**src/rtl/ret_marker_injector.sv**
```systemverilog
// ret_marker_injector: inline stage between fetch/realign and decode.
// Passes the expanded instruction stream through a one-beat valid/ready
// register and inserts the marker NOP after every function return
// (jalr x0, 0(x1)), stalling upstream for one beat per inserted marker.
// Optional build macro: RET_MARKER_SKIP_EXISTING_EN -- an upstream marker
// that directly follows a return is consumed as the marker instead of
// injecting a second one.
module ret_marker_injector #(
    parameter int unsigned ADDR_W    = 64,
    parameter int unsigned CNT_W     = 16,
    parameter logic [31:0] RET_INSTR = 32'h00008067,
    parameter logic [31:0] NOP_INSTR = 32'h00100013
) (
    input  logic              clk_i,
    input  logic              rst_i,
    input  logic              flush_i,
    input  logic              enable_i,
    input  logic              in_valid_i,
    output logic              in_ready_o,
    input  logic [31:0]       in_instr_i,
    input  logic [ADDR_W-1:0] in_addr_i,
    input  logic              in_compressed_i,
    input  logic              in_ex_valid_i,
    output logic              out_valid_o,
    input  logic              out_ready_i,
    output logic [31:0]       out_instr_o,
    output logic [ADDR_W-1:0] out_addr_o,
    output logic              out_compressed_o,
    output logic              out_ex_valid_o,
    output logic              out_injected_o,
    output logic [CNT_W-1:0]  inject_count_o
);

    typedef enum logic {
        ST_PASS,
        ST_INJECT
    } state_t;

    state_t            state_q;
    state_t            state_d;
    logic [ADDR_W-1:0] next_addr_q;
    logic              free;
    logic              accept;
    logic              is_ret;
    logic              skip_hit;

    assign free = !out_valid_o || out_ready_i;

`ifdef RET_MARKER_SKIP_EXISTING_EN
    assign skip_hit = (state_q == ST_INJECT) && in_valid_i &&
                      (in_instr_i == NOP_INSTR) && !in_ex_valid_i;
`else
    assign skip_hit = 1'b0;
`endif

    assign in_ready_o = free && !flush_i && ((state_q == ST_PASS) || skip_hit);
    assign accept     = in_valid_i && in_ready_o;
    assign is_ret     = enable_i && (in_instr_i == RET_INSTR) && !in_ex_valid_i;

    // State register.
    always_ff @(posedge clk_i) begin
        if (rst_i) begin
            state_q <= ST_PASS;
        end else begin
            state_q <= state_d;
        end
    end

    // Next state: enter INJECT on an accepted return, leave once the marker
    // (or a consumed upstream marker) is loaded; flush forces PASS.
    always_comb begin
        state_d = state_q;
        if (flush_i) begin
            state_d = ST_PASS;
        end else begin
            unique case (state_q)
                ST_PASS:   if (accept && is_ret) state_d = ST_INJECT;
                ST_INJECT: if (free) state_d = ST_PASS;
                default:   state_d = ST_PASS;
            endcase
        end
    end

    // Output register and pending marker address.
    // An accepted beat is loaded the same way in both states: in INJECT the
    // only acceptable beat is an upstream marker, which is never a return,
    // so the return-address latch cannot fire there.
    always_ff @(posedge clk_i) begin
        if (rst_i) begin
            out_valid_o      <= 1'b0;
            out_instr_o      <= '0;
            out_addr_o       <= '0;
            out_compressed_o <= 1'b0;
            out_ex_valid_o   <= 1'b0;
            out_injected_o   <= 1'b0;
            next_addr_q      <= '0;
        end else if (flush_i) begin
            out_valid_o    <= 1'b0;
            out_injected_o <= 1'b0;
        end else if (accept) begin
            out_valid_o      <= 1'b1;
            out_instr_o      <= in_instr_i;
            out_addr_o       <= in_addr_i;
            out_compressed_o <= in_compressed_i;
            out_ex_valid_o   <= in_ex_valid_i;
            out_injected_o   <= 1'b0;
            if (is_ret) begin
                next_addr_q <= in_addr_i + (in_compressed_i ? ADDR_W'(2) : ADDR_W'(4));
            end
        end else if ((state_q == ST_INJECT) && free) begin
            out_valid_o      <= 1'b1;
            out_instr_o      <= NOP_INSTR;
            out_addr_o       <= next_addr_q;
            out_compressed_o <= 1'b0;
            out_ex_valid_o   <= 1'b0;
            out_injected_o   <= 1'b1;
        end else if (free) begin
            out_valid_o <= 1'b0;
        end
    end

    // Saturating count of injected markers accepted downstream.
    always_ff @(posedge clk_i) begin
        if (rst_i) begin
            inject_count_o <= '0;
        end else if (out_valid_o && out_ready_i && out_injected_o &&
                     (inject_count_o != '1)) begin
            inject_count_o <= inject_count_o + CNT_W'(1);
        end
    end

endmodule

```
**config.mk**
```make
export PLATFORM = sky130hd
export DESIGN_NAME = ret_marker_injector
export DESIGN_NICKNAME = d
export VERILOG_FILES = /design/src/rtl/ret_marker_injector.sv
export SDC_FILE = /design/constraint.sdc
export NUM_CORES = 1
export LEC_CHECK = 0
export ABC_AREA = 1
export BUFFER_PORTS_ARGS = -buffer_cell sky130_fd_sc_hd__clkbuf_2
export CELL_PAD_IN_SITES_DETAIL_PLACEMENT = 1
export CELL_PAD_IN_SITES_GLOBAL_PLACEMENT = 2
export CORE_MARGIN = 1.5
export CORE_UTILIZATION = 26
export DETAILED_ROUTE_END_ITERATION = 10
export HOLD_SLACK_MARGIN = 0.02
export PLACE_DENSITY_LB_ADDON = 0.1
export SLEW_MARGIN = 20
export SYNTH_ARGS = -nofsm -noshare
export SYNTH_HDL_FRONTEND = slang
export SYNTH_SLANG_ARGS = --single-unit
```
**constraint.sdc**
```tcl
create_clock -name clk_i -period 1.85 [get_ports clk_i]
set_input_delay 0.37 -clock clk_i [delete_from_list [all_inputs] [get_ports clk_i]]
set_output_delay 0.37 -clock clk_i [all_outputs]
set_load 0.02 [all_outputs]
```
== After elaboration in Yosys (flattened, before gate mapping) ==
Index checks and enable logic that the tools add are counted.
Storage, ports and cells
  bits in registers: 181
  input bits: 104
  output and inout bits: 117
  word-level logic and storage cells: 49
Cells by class
  add/subtract/negate cells: 2
  equality and inequality tests: 2
  muxes and demuxes: 14
  bitwise logic cells: 2
  reduce and logical (&&, ||, !) cells: 20
Operators with widths (count)
  $mux W64: 2
  $add A64 B3 Y64: 1
  $mux W32: 2
  $eq A32 B16 Y1 const B: 1
  $add A16 B1 Y16 const B: 1
  $ne A16 B16 Y1 const B: 1
  $logic_and A1 B1 Y1: 10
  $mux W1: 8
  $logic_not A1 Y1: 3
  $mux W3: 1
  $reduce_and A3 Y1: 1
  $reduce_bool A3 Y1: 1
  $reduce_or A3 Y1: 1
  $not A1 Y1: 2
  $pmux W1 S2: 1
  $reduce_and A2 Y1: 1
  $reduce_bool A2 Y1: 1
  $reduce_or A2 Y1: 1
  $logic_or A1 B1 Y1: 1

== Logic depth before layout (Yosys ltp) ==
Gate-level depths: netlist of the first run.
  depth after elaboration: 8
  depth in mapped cells: 12
  depth with buffers taken out: 12

== Worst setup path before layout of the first run ==
Ideal clock, no wire load.
  path type: input -> register
  start: input port in_addr_i[1]
  end: register next_addr_q[21]
  setup time: 116 ps
  arrival: 1681 ps
  required time: 1734 ps
  path slack: 53 ps
  cell stages on the path: 10
  path buffers: 0
  cell sequence: ha_1 > fa_1 > inv_1 > nor2_2 > nand2_2 > nor2_4 > nand2_1 > xnor2_1 > nor2_1 > nor2_1
On the way
  longest elaborated chain between the ends: 1
RTL lines
  start: declaration: RTL line 21  | input logic [ADDR_W-1:0] in_addr_i,
  $add A64 B3 Y64: RTL line 108  | next_addr_q <= in_addr_i + (in_compressed_i ? ADDR_W'(2) : ADDR_W'(4));
  end signal: assignment: RTL line 108
  end: declaration: RTL line 41  | logic [ADDR_W-1:0] next_addr_q;
No other way between the ends.
A chain may end at the register's enable or synchronous reset.

== Worst setup path after layout of the first run ==
  start: register inject_count_o[0]
  end: register inject_count_o[7]
On the way
  longest elaborated chain between the ends: 2
  elaborated cells on any way between the ends: 3
  those cells by class: add/sub: 1; eq/ne: 1; reduce/logical: 1
RTL lines
  start: declaration: RTL line 31  | output logic [CNT_W-1:0] inject_count_o
  start signal: assignment: RTL line 128  | inject_count_o <= inject_count_o + CNT_W'(1);
  parallel branches: the longest is 2 deep, another holds $add A16 B1 Y16
Parallel ways; which one is timed is not known.

==> out/metrics.cfg, run 1 <==
[outcome]
status = complete, no violations

[drt]
wl_um = 40200
wl_per_cell_um = 16.9
drt_iter0_drc = 362
vias = 10900
drc_errors = 0
ant_nets = 0
viasPerCell = 4.61
dr.pass1.iters = 4

[yosys]
synth_compound_area_frac = 0.135
yosys.area_share.simple = 0.357
yosysUniqueCellTypes = 35
synth.net_count = 1665
seq_area_frac_synth = 0.372
yosysWarnings = 0
syn_inst = 1557
synthAdderAreaFrac = 0.00591
postSynthAreaPerCell_um2 = 6.26
netlist_area_mm2 = 0.00974
synth_mux_area_frac = 0
synth-seq-cells = 181
synth_top_family_by_area = simple AND/OR/NAND/NOR gates
ys.flop_type = dfxtp_1
synth_edf_count = 0
yosys.area_share.xor_xnor = 0.0378
async_flop_share = 0

[critical_path]
end_kind = register
cp_max_fo = 11
crit_start = inject_count_o[0]$_SDFFE_PP0P_
crit_path_start_kind = register
crit_type = reg -> reg
crit_required_ns = 2.19
r2r_start = inject_count_o[0]$_SDFFE_PP0P_
reg2reg_depth = 9
critical_path_arrival_ns = 2.04

[power]
power.density_mw_per_mm2 = 698
p_int_uw = 6670
power_frac_comb = 0.120
p_leak_uw = 0.00605
power_frac_seq = 0.434
switching_share = 0.275
power_uw = 9190
switchingPower_uw = 2520
ir_drop_v = 0.000645
clkPwrFrac = 0.446

[final_layout]
mostFrequentLayoutCell = nand2_1
final_nets = 2000
layout-drive-gt1-share = 0.233
final_area_mm2 = 0.0132
final_cell_mix = nand2_1 (456), nor2_1 (274), clkbuf_2 (219), a21oi_1 (205), dfxtp_1 (181)
final_util = 0.358
area_delta_synth_final_pct = 35.1

[floorplan]
dieHeight_um = 197
die-area_mm2 = 0.0386
core_mm2 = 0.0368
start_util = 0.265
io_pins = 221
fp.dieW_um = 197
num_rows = 70

[grt]
grt_pass1_vias = 11100
grt_use_total = 0.211
overflow = 0
grt_antenna_before_repair = 0
grt_pass1_wl_um = 62900
grt_max_degree = 75

[hold_path]
holdCritStartpoint = in_instr_i[11]
hold_path.class = in -> reg
whs_path_depth = 3

[clock_tree]
cts_tree = done
clockRootBuffer = clkbuf_16
cts_sinks = 181
clk_path_buf_depth = 2
htree_num_levels = 4
cts_made_buffers = 17
clk_latency_ns = 0.46
clkTransAtPathRegs_ns = 0.07

[timing]
final_max_slew_viol_count = 0
setup_viol = 0
fmax_ghz = 0.587
final.setup.tns_ns = 0
timing.hold.ws_ns = 0.158
hold_viol_final = 0
period_share = 0.920
slew_headroom = 0.745
finClkSkew_ns = 0.0164
worstMarginPinSlew_ns = 0.381
final.min_clock_period_ns = 1.70

[place]
port_buffers = 220
hpwl_um = 31200
place_area_mm2 = 0.0124
routabilityCongestion = 0.857

[run]
cap_viol_max_count = 0

[what timing repair did]
item | CTS | global route
resized for setup | 0 | 8
buffers inserted | 0 | 4
hold buffers | 0 | 0
endpoints found under the setup margin | 0 | 20
[layout make-up]
| type | instances | area, µm² |
|---|---|---|
| diodes | 1 | 2.50 |
| clock buffers | 17 | 425 |
| clock inverters | 15 | 216 |
| fillers | 4848 | 23600 |
| inverters | 149 | 563 |
| multi-input cells | 1160 | 5250 |
| flip-flops and latches | 181 | 3620 |
| well taps | 468 | 586 |
| repair buffers | 383 | 2500 |
[power groups by stage]
| stage | combinational [µW] | sequential, µW | clock, µW |
|---|---|---|---|
| detailed placement | 1120 | 4080 | 0 |
| global route | 1230 | 3990 | 4380 |
| finish | 1100 | 3990 | 4100 |
| floorplan | 431 | 4150 | 0 |
| CTS | 1130 | 3990 | 4250 |
| global placement | 1110 | 4080 | 0 |
[kinds of logic after synthesis]
family | Yosys count
adders and majority gates | 4
xor gates and xnor gates | 42
DFF | 181
AOI/OAI and AO/OA | 258
buffers and inverters | 216
and+or+nand+nor | 856
[registers in the layout (all words and copies together), names as in the netlist]
name and flops:
next_addr_q 64, out_addr_o 64, out_instr_o 32, inject_count_o 16, out_compressed_o 1, out_ex_valid_o 1
out_injected_o 1, out_valid_o 1, state_q 1
[synth_stat cells (4+ instances only)]
library cell / count / area share
nand2_1: 456 / 0.18
nor2_1: 275 / 0.11
a21oi_1: 205 / 0.11
dfxtp_1: 181 / 0.37
inv_1: 147 / 0.057
nand3_1: 66 / 0.034
o21ai_0: 41 / 0.021
clkbuf_1: 29 / 0.011
buf_2: 26 / 0.013
nand4_1: 26 / 0.017
xnor2_1: 21 / 0.019
xor2_1: 21 / 0.019
nor3_1: 11 / 0.0057
buf_6: 5 / 0.0058
nand2_2: 5 / 0.0032
nor2_2: 5 / 0.0032
o21ai_1: 5 / 0.0026
buf_4: 4 / 0.0031
[worst max-delay path: stages, from the launching register on]
cell,delay (ns)
dfxtp_1,0.34
ha_1,0.23
nand3_2,0.12
nor2_2,0.15
nand3_1,0.10
nand2_2,0.12
clkinvlp_4,0.21
buf_4,0.21
nand2_1,0.06
a21oi_1,0.05
[through the flow]
stage | instances | setup WS, ns
after global routing | 2373 | -0.00192
after CTS | 2369 | 0.0495
final | 2374 | 0.147
after global placement | 2337 | -0.336
after detailed placement | 2337 | -0.422
after floorplan | 1557 | 0.0529
[path summary, 6_finish.rpt]
path	end	slack, ns
setup / recovery	inject_count_o[7]$_SDFFE_PP0P_	0.15
hold / removal	out_instr_o[11]$_SDFFE_PP0P_	0.16
setup reg to reg	inject_count_o[7]$_SDFFE_PP0P_	0.15
hold reg to reg	out_instr_o[4]$_SDFFE_PP0P_	0.45
[per-layer routing]
| metal | track usage | part of all wire | routed length, µm | vias up |
|---|---|---|---|---|
| met5 | 0 | 0 | 0 | - |
| met4 | 0.0475 | 0.011 | 451 | 0 |
| met3 | 0.0303 | 0.032 | 1270 | 26 |
| met2 | 0.373 | 0.48 | 19400 | 169 |
| met1 | 0.272 | 0.47 | 19000 | 5171 |
| li1 | - | - | - | 5575 |
(Power assumes the default switching activity.)
==> inputs of run 2 (changes only) <==
--- a/config.mk
+++ b/config.mk
@@ -5,12 +5,11 @@
 export SDC_FILE = /design/constraint.sdc
 export NUM_CORES = 1
 export LEC_CHECK = 0
-export ABC_AREA = 1
 export BUFFER_PORTS_ARGS = -buffer_cell sky130_fd_sc_hd__clkbuf_2
 export CELL_PAD_IN_SITES_DETAIL_PLACEMENT = 1
 export CELL_PAD_IN_SITES_GLOBAL_PLACEMENT = 2
 export CORE_MARGIN = 1.5
-export CORE_UTILIZATION = 26
+export CORE_UTILIZATION = 27
 export DETAILED_ROUTE_END_ITERATION = 10
 export HOLD_SLACK_MARGIN = 0.02
 export PLACE_DENSITY_LB_ADDON = 0.1
==> out/metrics.cfg, run 2 <==
[outcome]
status = finished with violations
violations = negative setup slack

[power]
power_frac_comb = 0.149  ; +0.029
switchingPower_uw = 2690  ; +6.7%
clkPwrFrac = 0.409  ; -0.037
power_frac_seq = 0.443  ; +0.009
switching_share = 0.292  ; +0.0178
ir_drop_v = 0.000557  ; -14%
power.density_mw_per_mm2 = 707  ; +1.2%
p_leak_uw = 0.00512  ; -15%
p_int_uw = 6520  ; -2.2%

[yosys]
synthAdderAreaFrac = 0.00699  ; +0.00108
synth_mux_area_frac = 0.00608  ; +0.00608
yosysWarnings = 0  ; unchanged
synth_compound_area_frac = 0.167  ; +0.0320
yosysUniqueCellTypes = 42  ; +20%
synthTopCellsByCount = nor2_1 (182), dfxtp_1 (181), nand2_1 (171)
postSynthAreaPerCell_um2 = 8.24  ; +32%
synth_top_family_by_area = simple AND/OR/NAND/NOR gates
syn_inst = 999  ; -36%
yosysTopAreaCell = dfxtp_1
netlist_area_mm2 = 0.00823  ; -16%
yosys.area_share.simple = 0.264  ; -0.0928
yosysMostFrequentCell = nor2_1
ys.flop_type = dfxtp_1
synth_edf_count = 0  ; unchanged
synthTopCellsByArea = dfxtp_1 (44%), nor2_1 (8.3%), nand2_1 (7.8%)
seq_area_frac_synth = 0.440  ; +0.0683
synth.net_count = 1107  ; -34%
synth_top_area_frac = 0.440  ; +0.0683
synth-seq-cells = 181  ; unchanged
yosys.area_share.xor_xnor = 0.0777  ; +0.0399
async_flop_share = 0  ; unchanged

[grt]
grt_pass1_vias = 8651  ; -22%
grt_max_degree = 79  ; +5.3%
grt_pass1_wl_um = 47200  ; -25%
overflow = 0  ; unchanged
grt_use_total = 0.192  ; -0.0187
grt_antenna_before_repair = 2  ; +2

[timing]
rsz0062_at_grt = true
slew_headroom = 0.684  ; -0.0615
hold_viol_final = 0  ; unchanged
period_share = 1.07  ; +0.147
final.min_clock_period_ns = 1.97  ; +0.271 ns
worst_slack_ns = -0.124  ; -0.271 ns
setup_viol = 12  ; +12
worstMarginPinSlew_ns = 0.474  ; +0.0936 ns
final_max_slew_viol_count = 0  ; unchanged
finClkSkew_ns = 0.0127  ; -0.00375 ns
fmax_ghz = 0.507  ; -14%

[floorplan]
num_rows = 63  ; -10%
start_util = 0.276  ; +0.0114
die-area_mm2 = 0.0315  ; -18%
core_mm2 = 0.0298  ; -19%
dieHeight_um = 178  ; -9.7%
io_pins = 221  ; unchanged
fp.dieW_um = 178  ; -9.7%

[clock_tree]
cts_made_buffers = 17  ; unchanged
clk_path_buf_depth = 2  ; unchanged
cts_tree = done
cts_sinks = 181  ; unchanged
clockRootBuffer = clkbuf_16
clk_latency_ns = 0.44  ; -0.02 ns
clkTransAtPathRegs_ns = 0.08  ; about the same
htree_num_levels = 4  ; unchanged

[final_layout]
stdcell_count = 1785  ; -25%
area_delta_synth_final_pct = 58.4
reg_top3 = next_addr_q (64), out_addr_o (64), out_instr_o (32)
num-fill-cells = 3512  ; -28%
final_util = 0.438  ; +0.0796
layout-drive-gt1-share = 0.415  ; +0.182
final_cell_mix = clkbuf_2 (198), dfxtp_1 (176), buf_4 (171), nand2_1 (167), nor2_1 (165)
final_nets = 1489  ; -26%
mostFrequentLayoutCell = clkbuf_2

[drt]
wl_per_cell_um = 17.8  ; +5.4%
wl_um = 31900  ; -21%
vias = 8619  ; -21%
dr.pass1.iters = 5  ; +1
drc_errors = 0  ; unchanged
viasPerCell = 4.83  ; +4.8%
drt_iter0_drc = 319  ; -12%
ant_nets = 0  ; unchanged

[critical_path]
critical_path_arrival_ns = 2.28  ; +0.24 ns
crit_required_ns = 2.16  ; -0.03 ns
crit_path_start_kind = primary input
crit_type = in -> reg
slowest_delay_ns = 0.67  ; +0.33 ns
critPathSlowestCell = or4_4
end_kind = register
cpMostUsedCell = or4_4
cp_max_fo = 5  ; -6
cp_cell_sequence = buf_8 -> nand4_4 -> or4_4 -> or4_4 -> nor3_4 -> xnor2_2 -> a211oi_2

[place]
hpwl_um = 22100  ; -29%
routabilityCongestion = 0.781  ; -8.9%
port_buffers = 220  ; unchanged
dp_cells = 1706  ; -27%

[hold_path]
hold_path.class = in -> reg

[run]
cap_viol_max_count = 0  ; unchanged

## run 2: cell types whose count changed in the layout (fill, tap and decap cells not counted), sizes merged, moves of 62 or more
cell,delta
nand2,-291
a311oi,+64
a21oi,-202
nor2,-102
inv,-139
buf,+63
a211oi,+62
## run 2: timing repair
| action | 4_1_cts | 5_1_grt |
|---|---|---|
| pin swaps | 7 | 50 |
| resized for setup | 30 | 108 |
| hold buffers | 0 | 0 |
| setup buffers | 10 | 24 |
| gates cloned | 2 | 12 |
| setup endpoints to repair | 67 | 110 |
## run 2: final timing paths
check	cells past startpoint	slack, ns	from	to
max	7	-0.12	in_addr_i[33]	next_addr_q[59]$_SDFFE_PP0P_
min	2	0.18	in_instr_i[7]	out_instr_o[7]$_SDFFE_PP0P_
max reg2reg	10	0.08	out_valid_o$_SDFFE_PP0P_	next_addr_q[0]$_SDFFE_PP0P_
min reg2reg	2	0.47	next_addr_q[46]$_SDFFE_PP0P_	out_addr_o[46]$_SDFFE_PP0P_
## run 2: critical path: cells and delay by family
kind	cells	cell delay, ns
XOR/XNOR	1	0.14
AND/OR/NAND/NOR	4	1.61
buffers and inverters	1	0.08
AO/OA/AOI/OAI	1	0.07
## run 2: layer usage
layer | share of wire | vias up | track usage
met5 | 0 | - | 0
met4 | 0.014 | 0 | 0.0553
met3 | 0.039 | 24 | 0.0306
met2 | 0.47 | 167 | 0.324
met1 | 0.47 | 4106 | 0.253
li1 | - | 4322 | -
## run 2: kinds of logic after synthesis
| group | after synthesis |
|---|---|
| XOR/XNOR | 73 |
| buffers and inverters | 81 |
| adder cells (fa/ha/maj) | 4 |
| multiplexers | 5 |
| flip-flops | 181 |
| AND/OR/NAND/NOR | 487 |
| AO/OA/AOI/OAI | 168 |
## run 2: power by group through the flow
stage | Clock (µW) | Sequential (µW) | Combinational, µW
after floorplan | 0 | 4300 | 457
after global placement | 0 | 4170 | 1290
after detailed placement | 0 | 4170 | 1300
after CTS | 3890 | 4080 | 1330
after global routing | 4030 | 4090 | 1490
final | 3760 | 4080 | 1370
## run 2: area by class of cell
type	instances	area [µm²]	area share
multi-input cells	737	4880	0.374
flip-flops and latches	181	3630	0.278
repair buffers	436	3410	0.262
well taps	390	488	0.0374
clock buffers	17	425	0.0326
clock inverters	14	165	0.0127
inverters	8	30.0	0.00230
diodes	2	5.00	0.000384
## run 2: stage by stage
stage / setup WS (ns) / hold slack (ns) / setup TNS (ns) / total power (µW) / area [µm²]
6_report: -0.124 / 0.175 / -0.553 / 9210 / 13000
5_1_grt: -0.182 / 0.163 / -3.02 / 9610 / 13000
3_5_place_dp: -0.654 / 0.453 / -33.66 / 5470 / 11200
2_1_floorplan: -0.344 / 0.458 / -13.70 / 4760 / 8590
3_3_place_gp: -0.662 / 0.455 / -31.55 / 5460 / 11200
4_1_cts: -0.0745 / 0.157 / -0.524 / 9300 / 12100
